==> src/rtl/operand_pipe_n.sv <==
// rtl/operand_pipe_n.sv - configurable operand register chain with per-stage enables, valids and taps
module operand_pipe_n #(
    parameter int WIDTH      = 18,
    parameter int DEPTH      = 2,
    parameter     INPUT_MODE = "DIRECT",
    parameter int CASC_TAP   = 1,
    parameter int TAP_W      = 3,
    localparam int CE_W      = (DEPTH > 0) ? DEPTH : 1
) (
    input  logic             clk,
    input  logic             rst,
    input  logic [WIDTH-1:0] din,
    input  logic [WIDTH-1:0] cin,
    input  logic             in_sel,
    input  logic             valid_in,
    input  logic [CE_W-1:0]  ce,
    input  logic             sclr,
    input  logic [TAP_W-1:0] mult_tap,
    output logic [WIDTH-1:0] xout,
    output logic [WIDTH-1:0] cout,
    output logic [WIDTH-1:0] mult_out,
    output logic             valid_out,
    output logic             mult_valid,
    output logic             busy
);

    localparam bit MODE_DIRECT  = (INPUT_MODE == "DIRECT");
    localparam bit MODE_CASCADE = (INPUT_MODE == "CASCADE");
    localparam bit MODE_DYNAMIC = (INPUT_MODE == "DYNAMIC");
    localparam logic [TAP_W-1:0] DEPTH_SEL = TAP_W'(DEPTH);

    // Reject configurations the chain cannot represent
    if (WIDTH < 1 || WIDTH > 64) begin : g_bad_width
        $error("operand_pipe_n: WIDTH out of range");
    end
    if (DEPTH < 0 || DEPTH > 4) begin : g_bad_depth
        $error("operand_pipe_n: DEPTH out of range");
    end
    if (CASC_TAP < 0 || CASC_TAP > DEPTH) begin : g_bad_casc
        $error("operand_pipe_n: CASC_TAP out of range");
    end
    if ((1 << TAP_W) <= DEPTH) begin : g_bad_tapw
        $error("operand_pipe_n: TAP_W too narrow for DEPTH");
    end
    if (!(MODE_DIRECT || MODE_CASCADE || MODE_DYNAMIC)) begin : g_bad_mode
        $error("operand_pipe_n: illegal INPUT_MODE");
    end

    // Stage 0 is the selected input; tap arrays expose every stage by index
    logic [WIDTH-1:0] s0;
    logic [WIDTH-1:0] tap_s [DEPTH+1];
    logic [DEPTH:0]   tap_v;
    logic [TAP_W-1:0] tap_sel;

    // Input selection feeding stage 1 and any stage-0 tap
    always_comb begin
        if (MODE_CASCADE) begin
            s0 = cin;
        end else if (MODE_DYNAMIC) begin
            s0 = in_sel ? cin : din;
        end else begin
            s0 = din;
        end
    end

    assign tap_s[0] = s0;
    assign tap_v[0] = valid_in;

    if (DEPTH > 0) begin : g_stages
        logic [WIDTH-1:0] s_q [DEPTH];
        logic [WIDTH-1:0] s_d [DEPTH];
        logic [DEPTH-1:0] v_q;
        logic [DEPTH-1:0] v_d;

        // Next state: clear wins over enables; each stage loads its predecessor independently
        always_comb begin
            for (int k = 0; k < DEPTH; k++) begin
                s_d[k] = s_q[k];
            end
            v_d = v_q;
            if (sclr) begin
                for (int k = 0; k < DEPTH; k++) begin
                    s_d[k] = '0;
                end
                v_d = '0;
            end else begin
                if (ce[0]) begin
                    s_d[0] = s0;
                    v_d[0] = valid_in;
                end
                for (int k = 1; k < DEPTH; k++) begin
                    if (ce[k]) begin
                        s_d[k] = s_q[k-1];
                        v_d[k] = v_q[k-1];
                    end
                end
            end
        end

        // Stage registers with asynchronous clear
        always_ff @(posedge clk or posedge rst) begin
            if (rst) begin
                for (int k = 0; k < DEPTH; k++) begin
                    s_q[k] <= '0;
                end
                v_q <= '0;
            end else begin
                for (int k = 0; k < DEPTH; k++) begin
                    s_q[k] <= s_d[k];
                end
                v_q <= v_d;
            end
        end

        for (genvar k = 0; k < DEPTH; k++) begin : g_tap
            assign tap_s[k+1] = s_q[k];
        end
        assign tap_v[DEPTH:1] = v_q;
        assign busy           = |v_q;
    end else begin : g_no_stages
        assign busy = 1'b0;
    end

    assign xout      = tap_s[DEPTH];
    assign valid_out = tap_v[DEPTH];
    assign cout      = tap_s[CASC_TAP];

    // Out-of-range multiplier taps clamp to the last stage
    assign tap_sel = (mult_tap > DEPTH_SEL) ? DEPTH_SEL : mult_tap;

    // Multiplier operand mux, combinational in the tap select
    always_comb begin
        mult_out   = tap_s[0];
        mult_valid = tap_v[0];
        for (int i = 1; i <= DEPTH; i++) begin
            if (tap_sel == TAP_W'(i)) begin
                mult_out   = tap_s[i];
                mult_valid = tap_v[i];
            end
        end
    end

    // Inputs that some configurations leave unread
    logic unused_sink;
    assign unused_sink = ^{clk, rst, ce, sclr, din, cin, in_sel, tap_sel};

endmodule
==> config.mk <==
export PLATFORM = sky130hd
export DESIGN_NAME = operand_pipe_n
export DESIGN_NICKNAME = d
export VERILOG_FILES = /design/src/rtl/operand_pipe_n.sv
export SDC_FILE = /design/constraint.sdc
export NUM_CORES = 1
export LEC_CHECK = 0
export BUFFER_PORTS_ARGS = -buffer_cell sky130_fd_sc_hd__buf_2
export CAP_MARGIN = 40
export CORE_MARGIN = 2
export CORE_UTILIZATION = 49
export CTS_CLUSTER_SIZE = 8
export DETAILED_ROUTE_END_ITERATION = 6
export GPL_ROUTABILITY_DRIVEN = 0
export PLACE_DENSITY = 0.83
export REMOVE_ABC_BUFFERS = 1
export SYNTH_ARGS = -nofsm -noshare
export SYNTH_HDL_FRONTEND = slang
export SYNTH_SLANG_ARGS = --single-unit
==> constraint.sdc <==
create_clock -name clk -period 2.9 [get_ports clk]
set_clock_uncertainty 0.15 [all_clocks]
set_input_delay 0.725 -clock clk [delete_from_list [all_inputs] [get_ports clk]]
set_output_delay 0.725 -clock clk [all_outputs]
set_load 0.02 [all_outputs]
After elaboration in Yosys (flattened, before gate mapping) --
Index checks and enable logic that the tools add are counted.
Operators by class: magnitude comparators 1, equal/unequal tests 2, multiplexer cells 11, reduce and logical (&&, ||, !) cells 3
Operators with widths (number):
- two-way mux 18 bit | 4
- two-way mux 36 bit | 1
- two-way mux 1 bit | 4
- nonzero test 2 bit | 2
- equality test 3 x 1 -> 1 bit (second input constant) | 1
- equality test 3 x 2 -> 1 bit (second input constant) | 1
- > comparator 3 x 2 -> 1 bit (second input constant) | 1
- two-way mux 3 bit | 1
- two-way mux 2 bit | 1
- OR reduction 2 bit | 1
Word-level totals: register bits after elaboration 38, bits of input ports 46, output and inout port bits 57, word-level logic and storage cells 21

Logic depth before layout (Yosys ltp) --
word-level depth 5, depth in mapped cells 4, gate-level depth less buffers 2

Worst setup path after synthesis --
Ideal clock, no wire load.
kind in2out, from input port mult_tap[1], to output port mult_out[0], arrival time 1576 ps, required time 2025 ps, setup slack 449 ps, stages 3, path buffers 1, cell sequence or2_1 buf_6 o21ai_0
On the way: longest elaborated chain between the ends 5, elaborated cells on any way between the ends 6, those cells by class order compare: 1; eq/ne: 2; mux: 3
Ends and longest elaborated chain:
- from (decl) | line 18 | input logic [TAP_W-1:0] mult_tap,
- > comparator 3 x 2 -> 1 bit | line 129 | assign tap_sel = (mult_tap > DEPTH_SEL) ? DEPTH_SEL : mult_tap;
- two-way mux 3 bit (*) | line 129
- equality test 3 x 1 -> 1 bit | line 136 | if (tap_sel == TAP_W'(i)) begin
- two-way mux 18 bit | line 136
- two-way mux 18 bit (*) | line 136
- to (decl) | line 21 | output logic [WIDTH-1:0] mult_out,
Every way passes the cells marked *; elsewhere a longest branch is shown, timed or not.

Worst setup path in the final report --
from input port mult_tap[1], to output port mult_valid
On the way: longest elaborated chain between the ends 5, elaborated cells on any way between the ends 6, those cells by class order compare: 1; eq/ne: 2; mux: 3
Ends and longest elaborated chain:
- > comparator 3 x 2 -> 1 bit | line 129
- two-way mux 3 bit (*) | line 129
- equality test 3 x 1 -> 1 bit | line 136
- two-way mux 1 bit | line 136
- two-way mux 1 bit (*) | line 136
- to (decl) | line 23 | output logic mult_valid,
Marked as above.

==> results.toml <==
[synthesis]
synthArstFlopShare = 1.00
syn_avg_cell_area_um2 = 10.5
yosysMostFrequentCell = "mux2i_1"
ys_seq_area_frac = 0.475
synth.distinct_cells = 14
synth_simple_gate_area_share = 0.0775
synth-compound-area-share = 0.0951
synthCells = 190
synth_seq_cells = 38
synth_top_area_share = 0.475
synth-edff-count = 0
synth_xor_area_frac = 0
netlist_top_cells_count = "mux2i_1 (57), dfrtp_1 (38), nor2_1 (38), o21ai_0 (28), o21ai_1 (10)"
syn_area_um2 = 2000
synthMuxAreaShare = 0.285
synth_area_leader_cell = "dfrtp_1"
yosys-top-cells-area = "dfrtp_1 (48%), mux2i_1 (29%), nor2_1 (7.1%)"
ys.flop_type = "dfrtp_1"
synth_fa_ha_area_frac = 0
synth_top_family_by_area = "multiplexers"
yosysWarnings = 0

[global_routing]
grt_max_degree = 39
grt_pass1_vias = 1529
grt_util_met2 = 0.388
met1_usage = 0.289
grt_busiest_layer = "met2"
grt_antenna_before_repair = 0
use_met3 = 0.0461
grt_overflow = 0
grt_use_total = 0.232
grt_pass1_wl_um = 7600

[setup_path]
start_kind = "input pin"
worstSetupPathType = "in2out"
end_kind = "output port"
crit_arrival_ns = 1.87
cpMostUsedCell = "buf_2"
max_stage_delay_ns = 0.50
critPathMaxFanout = 19
r2r_setup_slack_ns = 1.94
crit_required_ns = 2.03
worstPathCellList = "buf_2, or2_1, o21ai_0, buf_2"
crit_path_top_delay_cell = "or2_1"

[power]
p_sw_mw = 0.346
totalPowerFinal_mw = 1.23
ir_worst_vdd_mv = 0.320
p_per_area_nw_per_um2 = 492
p_seq_frac = 0.468
switching_share = 0.281
p_clk_frac = 0.335
power_frac_comb = 0.197
intPower_mw = 0.884
p_leak_nw = 1.44

[timing]
slew_headroom = 0.505
worst_slew_pin_slew_ns = 0.742
setup_ws_ns = 0.153
fmax_mhz = 364
fin_crit_sh = 0.947
hold-worst-slack_ns = 0.390
setup_viol = 0
rsz0062_at_grt = "no"
finalCriticalPeriod_ns = 2.75
final_max_slew_viol_count = 0
finalHoldViolations = 0
setup_tns_ns = 0

[cells_and_area]
n_fill_cell = 337
area_growth_pct = 25.0
diodes = 0
layout-drive-gt1-share = 0.357
nNetsFinal = 314

[cts]
cts_setup_buffers = 0
ctsResizeCount = 0
cts_hold_buf = 0
cts_tree = "built"
cts_buffers = 5
clock-sinks = 38
cts_buffer_depth = 2
clk_pin_slew_ns = 0.07
clock_latency_ns = 0.28
htree_levels = 2
cts_root_buf = "clkbuf_8"

[min_path]
hold_path_class = "in2async"

[drt]
firstDrtPassIters = 4
drt_wl_total_um = 5050
avgRoutedWirePerCell_um = 15.8
num_vias = 1695
final_antenna_net_count = 0
drt_iter0_markers = 71
routed_via_density = 5.31
drc = 0

[floorplan]
die_w_um = 67.9
die_y_um = 67.9
fp-row-count = 23
io_pins = 103
die_area_um2 = 4610
initial_utilization = 0.504
core-area_um2 = 3970

[flow_run]
maxCapViolCount = 0

[place]
numPortBuffers = 83
pre_cts_ws_ns = 0.168
dp_hpwl_um = 3300

[status]
status = "complete, no violations"
## worst paths after layout
| check | startpoint | to | depth (start not counted) |
|---|---|---|---|
| min in group clk | xout[12] | xout[12] | 2 |
| worst min-delay path | rst | xout[17] | 3 |
| max in group asynchronous | rst | cout[15] | 3 |
| worst max-delay path | mult_tap[1] | mult_valid | 4 |
| worst max register to register | cout[11] | cout[11] | 2 |
| worst min register to register | xout[12] | xout[12] | 2 |
## final cells by class
cell class                 count  area, um2  area share
timing repair buffer          87        458       0.183
inverter                       1       3.75     0.00150
clock buffer                   8        110      0.0440
tap                           50       62.6      0.0250
multi-input combinational    135        916       0.366
sequential                    38        951       0.380
## kinds of logic after synthesis
kind of cell           Yosys count
multiplexers                    57
AND/OR/NAND/NOR                 40
AO/OA/AOI/OAI                   38
flip-flops                      38
buffers and inverters           17
## stage by stage
step,instances,utilization,cell area [um2]
finish,319,0.630,2500
global placement,311,0.602,2390
global route,319,0.630,2500
CTS,319,0.630,2500
floorplan,174,-,1870
detailed placement,311,0.602,2390
## per-layer routing
layer  up-vias  routed length (um)
met2        53                2520
met3         6                 245
met4         0                  77
met5         -                   0
met1       826                2210
li1        810                   -
## worst max-delay path, delay by kind of cell
family / cells / cell delay (ns)
AND/OR/NAND/NOR: 1 / 0.50
buffers and inverters: 2 / 0.32
AO/OA/AOI/OAI: 1 / 0.33
## flip-flops by register name, indices dropped and copies added (netlist names)
register	flops
xout	18
g_stages.v_q	2
cout	18
## power by group through the flow
| stage | Sequential, mW | Combinational [mW] | Clock (mW) |
|---|---|---|---|
| after CTS | 0.575 | 0.245 | 0.420 |
| after global placement | 0.583 | 0.237 | 0 |
| final | 0.575 | 0.242 | 0.412 |
| after global routing | 0.579 | 0.264 | 0.451 |
| after floorplan | 0.610 | 0.0996 | 0 |
| after detailed placement | 0.585 | 0.244 | 0 |
## placed cells by master, fill, tap and decap left out
master and instances:
buf_4 3, or2_1 1, or2_2 1, clkbuf_8 8, o21ai_1 10, o21ai_0 28
nor2_1 38, inv_1 1, buf_2 83, buf_12 1, dfrtp_1 38, mux2i_1 57
Power figures use the tool's default switching activity.
